`src/rtl/rr_mux_arb.sv`:
```
// rr_mux_arb: N-channel valid/ready multiplexer with round-robin or fixed-priority arbiter and registered output
module rr_mux_arb #(
  parameter int W = 4,
  parameter int N = 4,
  parameter bit FIXED_PRIO = 1'b0,
  localparam int CW = $clog2(N)
) (
  input  logic           clk,
  input  logic           rst,
  input  logic [N-1:0]   in_valid,
  input  logic [N*W-1:0] in_data,
  output logic [N-1:0]   in_ready,
  output logic           out_valid,
  output logic [W-1:0]   out_data,
  output logic [CW-1:0]  out_ch,
  input  logic           out_ready
);
  logic [CW-1:0] ptr, g, kk;
  logic [W-1:0] chan [N];
  logic load;
  int k;
  for (genvar c = 0; c < N; c++) assign chan[c] = in_data[c*W +: W];
  // Scan from lowest priority to highest so the highest-priority requester is written last
  always_comb begin
    g = '0;
    k = 0;
    kk = '0;
    for (int i = N-1; i >= 0; i--) begin
      k = FIXED_PRIO ? i : (int'(ptr) + i) % N;
      kk = CW'(k);
      g = in_valid[kk] ? kk : g;
    end
  end
  assign load = !rst && (!out_valid || out_ready) && |in_valid;
  assign in_ready = load ? ({{(N-1){1'b0}}, 1'b1} << g) : '0;
  always_ff @(posedge clk) begin
    if (rst) begin
      out_valid <= 1'b0;
      out_data <= '0;
      out_ch <= '0;
      ptr <= '0;
    end else if (load) begin
      out_valid <= 1'b1;
      out_data <= chan[g];
      out_ch <= g;
      ptr <= (g == CW'(N-1)) ? '0 : g + 1'b1;
    end else if (out_ready) begin
      out_valid <= 1'b0;
    end
  end
endmodule

```
`config.mk`:
```
export PLATFORM = sky130hd
export DESIGN_NAME = rr_mux_arb
export DESIGN_NICKNAME = d
export VERILOG_FILES = /design/src/rtl/rr_mux_arb.sv
export SDC_FILE = /design/constraint.sdc
export NUM_CORES = 1
export LEC_CHECK = 0
export ABC_CLOCK_PERIOD_IN_PS = 2100
export BUFFER_PORTS_ARGS = -buffer_cell sky130_fd_sc_hd__buf_2
export CAP_MARGIN = 10
export CELL_PAD_IN_SITES_DETAIL_PLACEMENT = 1
export CELL_PAD_IN_SITES_GLOBAL_PLACEMENT = 1
export CORE_MARGIN = 1
export CORE_UTILIZATION = 31
export CTS_CLUSTER_DIAMETER = 150
export DETAILED_ROUTE_END_ITERATION = 16
export PLACE_DENSITY = 0.85
export SYNTH_ARGS = -nofsm -noshare
export SYNTH_HDL_FRONTEND = slang
export SYNTH_SLANG_ARGS = --single-unit
export TNS_END_PERCENT = 1
```
`constraint.sdc`:
```
create_clock -name clk -period 2.1 [get_ports clk]
set_clock_uncertainty 0.2 [all_clocks]
set_input_delay 0.21 -clock clk [delete_from_list [all_inputs] [get_ports clk]]
set_output_delay 0.21 -clock clk [all_outputs]
set_load 0.01 [all_outputs]
```
==> results of run 1 <==
## worst paths after layout
kind	startpoint	slack (ns)	to	cells past startpoint
max	ptr[1]	0.02	in_ready[3]	7
min	in_data[12]	0.03	out_data[0]	3
max reg2reg	out_valid	0.24	out_data[1]	5
min reg2reg	out_ch[0]	0.28	out_ch[0]	2
## routing by layer
layer	up-vias	track usage	share of wire
li1	379	-	-
met1	372	0.215	0.40
met2	35	0.329	0.52
met3	8	0.0252	0.055
met4	0	0.0882	0.029
met5	-	0	0
## critical path, delay by kind of cell, from the launching register on
kind	cells	cell delay, ns
DFF	1	0.37
buffers and inverters	2	0.19
and+or+nand+nor	3	0.51
adders and majority gates	1	0.18
muxes	1	0.15
## cell families (layout without fill, tap and decap cells)
family | after synthesis | after routing | synth area share
simple gates | 39 | 39 | 0.344
compound gates | 19 | 19 | 0.272
flops | 9 | 9 | 0.268
buf+inv | 5 | 52 | 0.0521
mux | 3 | 3 | 0.0447
fa+ha+maj | 1 | 1 | 0.0186
## stage by stage
| stage | area (um^2) | power [uW] | TNS, ns | hold WS (ns) | std cells |
|---|---|---|---|---|---|
| 6_report | 1020 | 771 | 0 | 0.0277 | 150 |
| 4_1_cts | 925 | 682 | -0.0165 | 0.0265 | 142 |
| 5_1_grt | 1020 | 811 | -0.0824 | 0.0396 | 150 |
| 3_5_place_dp | 863 | 520 | 0 | 0.240 | 136 |
| 3_3_place_gp | 863 | 504 | 0 | 0.230 | 136 |
| 2_1_floorplan | 672 | 425 | 0 | 0.0824 | 76 |
## state kept, by name, indices dropped and copies added (netlist names)
| name | flops |
|---|---|
| ptr | 2 |
| out_valid | 1 |
| out_data | 4 |
| out_ch | 2 |
## power by group through the flow
| stage | clock network, uW | registers (uW) | logic (uW) |
|---|---|---|---|
| 2_1_floorplan | 0 | 239 | 186 |
| 3_3_place_gp | 0 | 228 | 276 |
| 4_1_cts | 145 | 230 | 307 |
| 3_5_place_dp | 0 | 233 | 287 |
| 5_1_grt | 154 | 238 | 419 |
| 6_report | 145 | 235 | 392 |
## what timing repair did
item / in CTS / in global routing
endpoints found under the setup margin: 4 / 3
gates resized for setup: 8 / 9
hold endpoints to repair: 1 / 0
setup buffers: 1 / 8
pin swaps: 2 / 2
hold buffers: 1 / 0
## layout by cell type (no fill, tap or decap), types with 2 or more instances in the layout
cell and count:
and2_4 2, nand4_1 2, nand2b_1 2, o21ai_0 3, buf_6 2, nor3_2 3, nand2_1 11, buf_4 10
nor2b_1 4, clkbuf_4 3, a21oi_1 3, a2111oi_4 2, o31ai_1 2, a311oi_1 2, nor2_1 4, mux2i_1 2
inv_1 2, or2_4 2, and3_2 2, buf_2 32, dfxtp_1 7
## layout make-up
cell class / count / share of cell area
Timing Repair Buffer: 45 / 0.262
Sequential cell: 9 / 0.181
Tap cell: 27 / 0.0330
Clock buffer: 3 / 0.0220
Multi-Input combinational cell: 62 / 0.481
Clock inverter: 1 / 0.00490
Inverter: 3 / 0.0159
==> results.cfg, run 1 <==
[status]
status = finished clean

[logic_synthesis]
synth_top_area_frac = 0.268
synthTopCellsByCount = nand2_1, dfxtp_1, nor2_1, nor2b_1
avgSynthCellArea_um2 = 8.84
synth.area.top_cells = dfxtp_1, a2111oi_4, nand2_1
synth-main-ff-cell = dfxtp_1
synth_area_leader_cell = dfxtp_1
syn_nets = 100
syn_area_um2 = 672
netlist_instances = 76
ys_async_sr_fraction = 0
yosysSeqAreaShare = 0.268
ys_seq_elements = 9
synth_edf_count = 0
ys_warn_count = 0
synthMostInstantiatedCell = nand2_1
yosysUniqueCellTypes = 35

[sta]
maxSlewViolCount = 0
postLayoutSetupSlackWorst_ns = 0.0248
setup_viol = 0
rsz0062_at_grt = yes
period_needed_ns = 2.08
slew_headroom = 0.659
period_share = 0.988
max_freq_ghz = 0.482
hold_viol_final = 0
tightest_slew_ns = 0.508

[global_route]
grt_pass1_vias = 756
overflow = 0
grt_start_max_net_pins = 10
grt_pass1_wl_um = 3350
track_usage = 0.184
antenna_found_initial = 0

[drt]
drc_errors = 0
ant_nets = 0
avgRoutedWirePerCell_um = 17.5
vias_per_cell = 5.29
wl_um = 2630
drt-initial-drc-count = 10
vias = 794
drt-pass1-iter-count = 4

[cts]
clock_latency_ns = 0.27
cts-buffers-inserted = 3
root_buffer = clkbuf_4
cts_tree = yes
cts.clk_slew.worst_paths_ns = 0.08
h-tree-depth = 1
clock_path_buffers = 2
clkSinkCount = 9

[power]
peakVddDrop_mv = 0.384
p_clk_frac = 0.188
cellPowerDensity_nw_per_um2 = 755
p_sw_frac = 0.390
p_int_uw = 470
leakage_uw = 0.000474
combPwrFrac = 0.508
p_sw_uw = 301
p_seq_frac = 0.305

[cells_and_area]
final_util = 0.511
multi_input_area_um2 = 492
nNetsFinal = 148
areaGrowthSynthToFinish_pct = 52.1
regArea_um2 = 185
n_antenna_cell = 0
final_layout_size_suffix_gt1_frac = 0.569
n_fill_cell = 243

[placed_design]
numPortBuffers = 33
dpl_worst_slack_ns = 0.0717
gp_congestion = 0.747
dpl.hpwl_um = 1510

[setup_path]
critPathArrivalTime_ns = 1.67
end_kind = primary output
slowest_stage = dfxtp_4
start_kind = register
cp_max_fo = 5
crit_chain = mux2i_2, or2_4, nand3_4, clkinv_4, ha_2, and2_4, buf_6
critPathMaxStageDelay_ns = 0.37
worstPathRequired_ns = 1.69
criticalPathCategory = reg -> out

[floorplan]
die_h_um = 48.6
fp-row-count = 16
io_pins = 34
fp.coreArea_um2 = 2000
die-area_um2 = 2360
start_util = 0.336
die_x_um = 48.6

[min_path]
hold_class = in -> reg

[flow_run]
maxCapViolCount = 0
Note: power is estimated with default switching activity, not from simulation.
==> inputs of run 2 (changes only) <==
--- a/config.mk
+++ b/config.mk
@@ -12,6 +12,7 @@
 export CELL_PAD_IN_SITES_GLOBAL_PLACEMENT = 1
 export CORE_MARGIN = 1
 export CORE_UTILIZATION = 31
+export CTS_BUF_LIST = sky130_fd_sc_hd__clkbuf_16
 export CTS_CLUSTER_DIAMETER = 150
 export DETAILED_ROUTE_END_ITERATION = 16
 export PLACE_DENSITY = 0.85
==> run 2 against run 1 <==
Compared with the run above: the flow now finishes with violations (setup timing); worst setup slack worse by 0.073 ns; cell count is 1.3% lower; maximum frequency is 3.4% lower; critical path depth is 1 lower; clock power is 140% higher; wire length is 7.1% higher; utilization is 1.0 points higher; clock-buffer cell count stayed put; via count is 2.5% higher; power is 25% higher; die area stayed put; sequential share of layout area is 0.35 points lower; critical endpoint is now in_ready[1].
==> results.cfg, run 2 (synthesis results as in run 1) <==
[cts]
clock_path_buffers = 2
cts.clk_slew.worst_paths_ns = 0.04
clock_latency_ns = 0.24
root_buffer = clkbuf_16
cts-buffers-inserted = 3
cts_tree = yes
cts_hold_buf = 0
h-tree-depth = 1
clkSinkCount = 9

[floorplan]
fp-row-count = 16
die-area_um2 = 2360
fp.coreArea_um2 = 2000
die_x_um = 48.6
start_util = 0.336
die_h_um = 48.6
io_pins = 34

[sta]
setup_viol = 2
max_freq_ghz = 0.466
tightest_slew_ns = 0.553
period_needed_ns = 2.15
period_share = 1.02
postLayoutSetupSlackWorst_ns = -0.0481
slew_headroom = 0.629
hold_viol_final = 0
maxSlewViolCount = 0
final.setup.tns_ns = -0.0946

[setup_path]
start_kind = register
criticalPathCategory = reg -> out
critPathArrivalTime_ns = 1.74
cp_max_fo = 5
worstPathRequired_ns = 1.69
end_kind = primary output

[cells_and_area]
final_layout_size_suffix_gt1_frac = 0.554
reg_top3 = out_data: 4 flops, out_ch: 2 flops, ptr: 2 flops
areaGrowthSynthToFinish_pct = 55.1
nNetsFinal = 146
n_fill_cell = 248
n_antenna_cell = 0
layout_common_cells = buf_2, nand2_1, buf_4
regMostFlops = out_data
stdcell_count = 148
largest_reg_flops = 4
final_common_cell = buf_2

[drt]
wl_um = 2820
ant_nets = 0
vias = 814
wl_met2_um = 1390
drc_errors = 0
vias_per_cell = 5.50
drt-initial-drc-count = 12
drt-pass1-iter-count = 4
avgRoutedWirePerCell_um = 19.0
routed.top_layer = met4
drt-met1-wl_um = 1130
wl_met3_um = 168

[placed_design]
dp_cells = 136
gp_congestion = 0.747
dpl_worst_slack_ns = 0.0717
numPortBuffers = 33
dpl.hpwl_um = 1510

[min_path]
hold_class = in -> reg

[flow_run]
maxCapViolCount = 0

[power]
finalPower_uw = 963
cellPowerDensity_nw_per_um2 = 924
peakVddDrop_mv = 0.454
leakage_uw = 0.000485

[global_route]
antenna_found_initial = 0
track_usage = 0.187
grt_start_max_net_pins = 10
grt_pass1_wl_um = 3390
overflow = 0
grt_pass1_vias = 767

[status]
status = complete, but fails checks
violations = setup timing
==> run 2: cell count changes in the layout (fill, tap and decap cells not counted), sizes merged <==
cell,change
buf,-1
dlygate4sd3,-1
==> run 2: repair_timing <==
item | CTS | global route
setup endpoints to repair | 4 | 2
pin swaps | 2 | 3
setup buffers | 0 | 8
resized for setup | 8 | 5
==> run 2: final timing paths <==
| kind | end | from | cells past startpoint | slack, ns |
|---|---|---|---|---|
| setup reg to reg | out_data[3] | out_valid | 5 | 0.22 |
| setup / recovery | in_ready[1] | ptr[1] | 6 | -0.05 |
| hold reg to reg | out_ch[0] | out_ch[0] | 2 | 0.26 |
| hold / removal | out_valid | rst | 2 | 0.04 |
==> run 2: per-layer routing <==
| metal | up-vias | track usage |
|---|---|---|
| met5 | - | 0 |
| met4 | 0 | 0.0588 |
| met3 | 13 | 0.0346 |
| met2 | 42 | 0.354 |
| met1 | 388 | 0.208 |
| li1 | 371 | - |
==> run 2: critical path, cell delays in order, from the launching register on <==
cell and delay [ns]:
dfxtp_4 0.37, mux2i_2 0.23, or2_4 0.18, nand3_4 0.10, buf_4 0.17, nor3_1 0.27, buf_2 0.19
==> run 2: cell type report <==
cell class / instances / area, um^2 / share of cell area
clock buffers: 3 / 75.1 / 0.0720
multi-input cells: 62 / 487 / 0.467
inverters: 3 / 16.3 / 0.0156
repair buffers: 43 / 240 / 0.230
flip-flops and latches: 9 / 185 / 0.178
well taps: 27 / 33.8 / 0.0324
clock inverters: 1 / 5.00 / 0.00480
==> run 2: power breakdown <==
part           switching [uW]  internal (uW)
Sequential               27.0            209
Clock                    93.3            252
Combinational             200            182
==> run 2: through the flow <==
stage | instance area [um^2] | hold WS [ns] | utilization
3_3_place_gp | 863 | 0.230 | 0.431
6_report | 1040 | 0.0444 | 0.521
4_1_cts | 960 | 0.0337 | 0.479
3_5_place_dp | 863 | 0.240 | 0.431
2_1_floorplan | 672 | 0.0824 | -
5_1_grt | 1040 | 0.0493 | 0.521
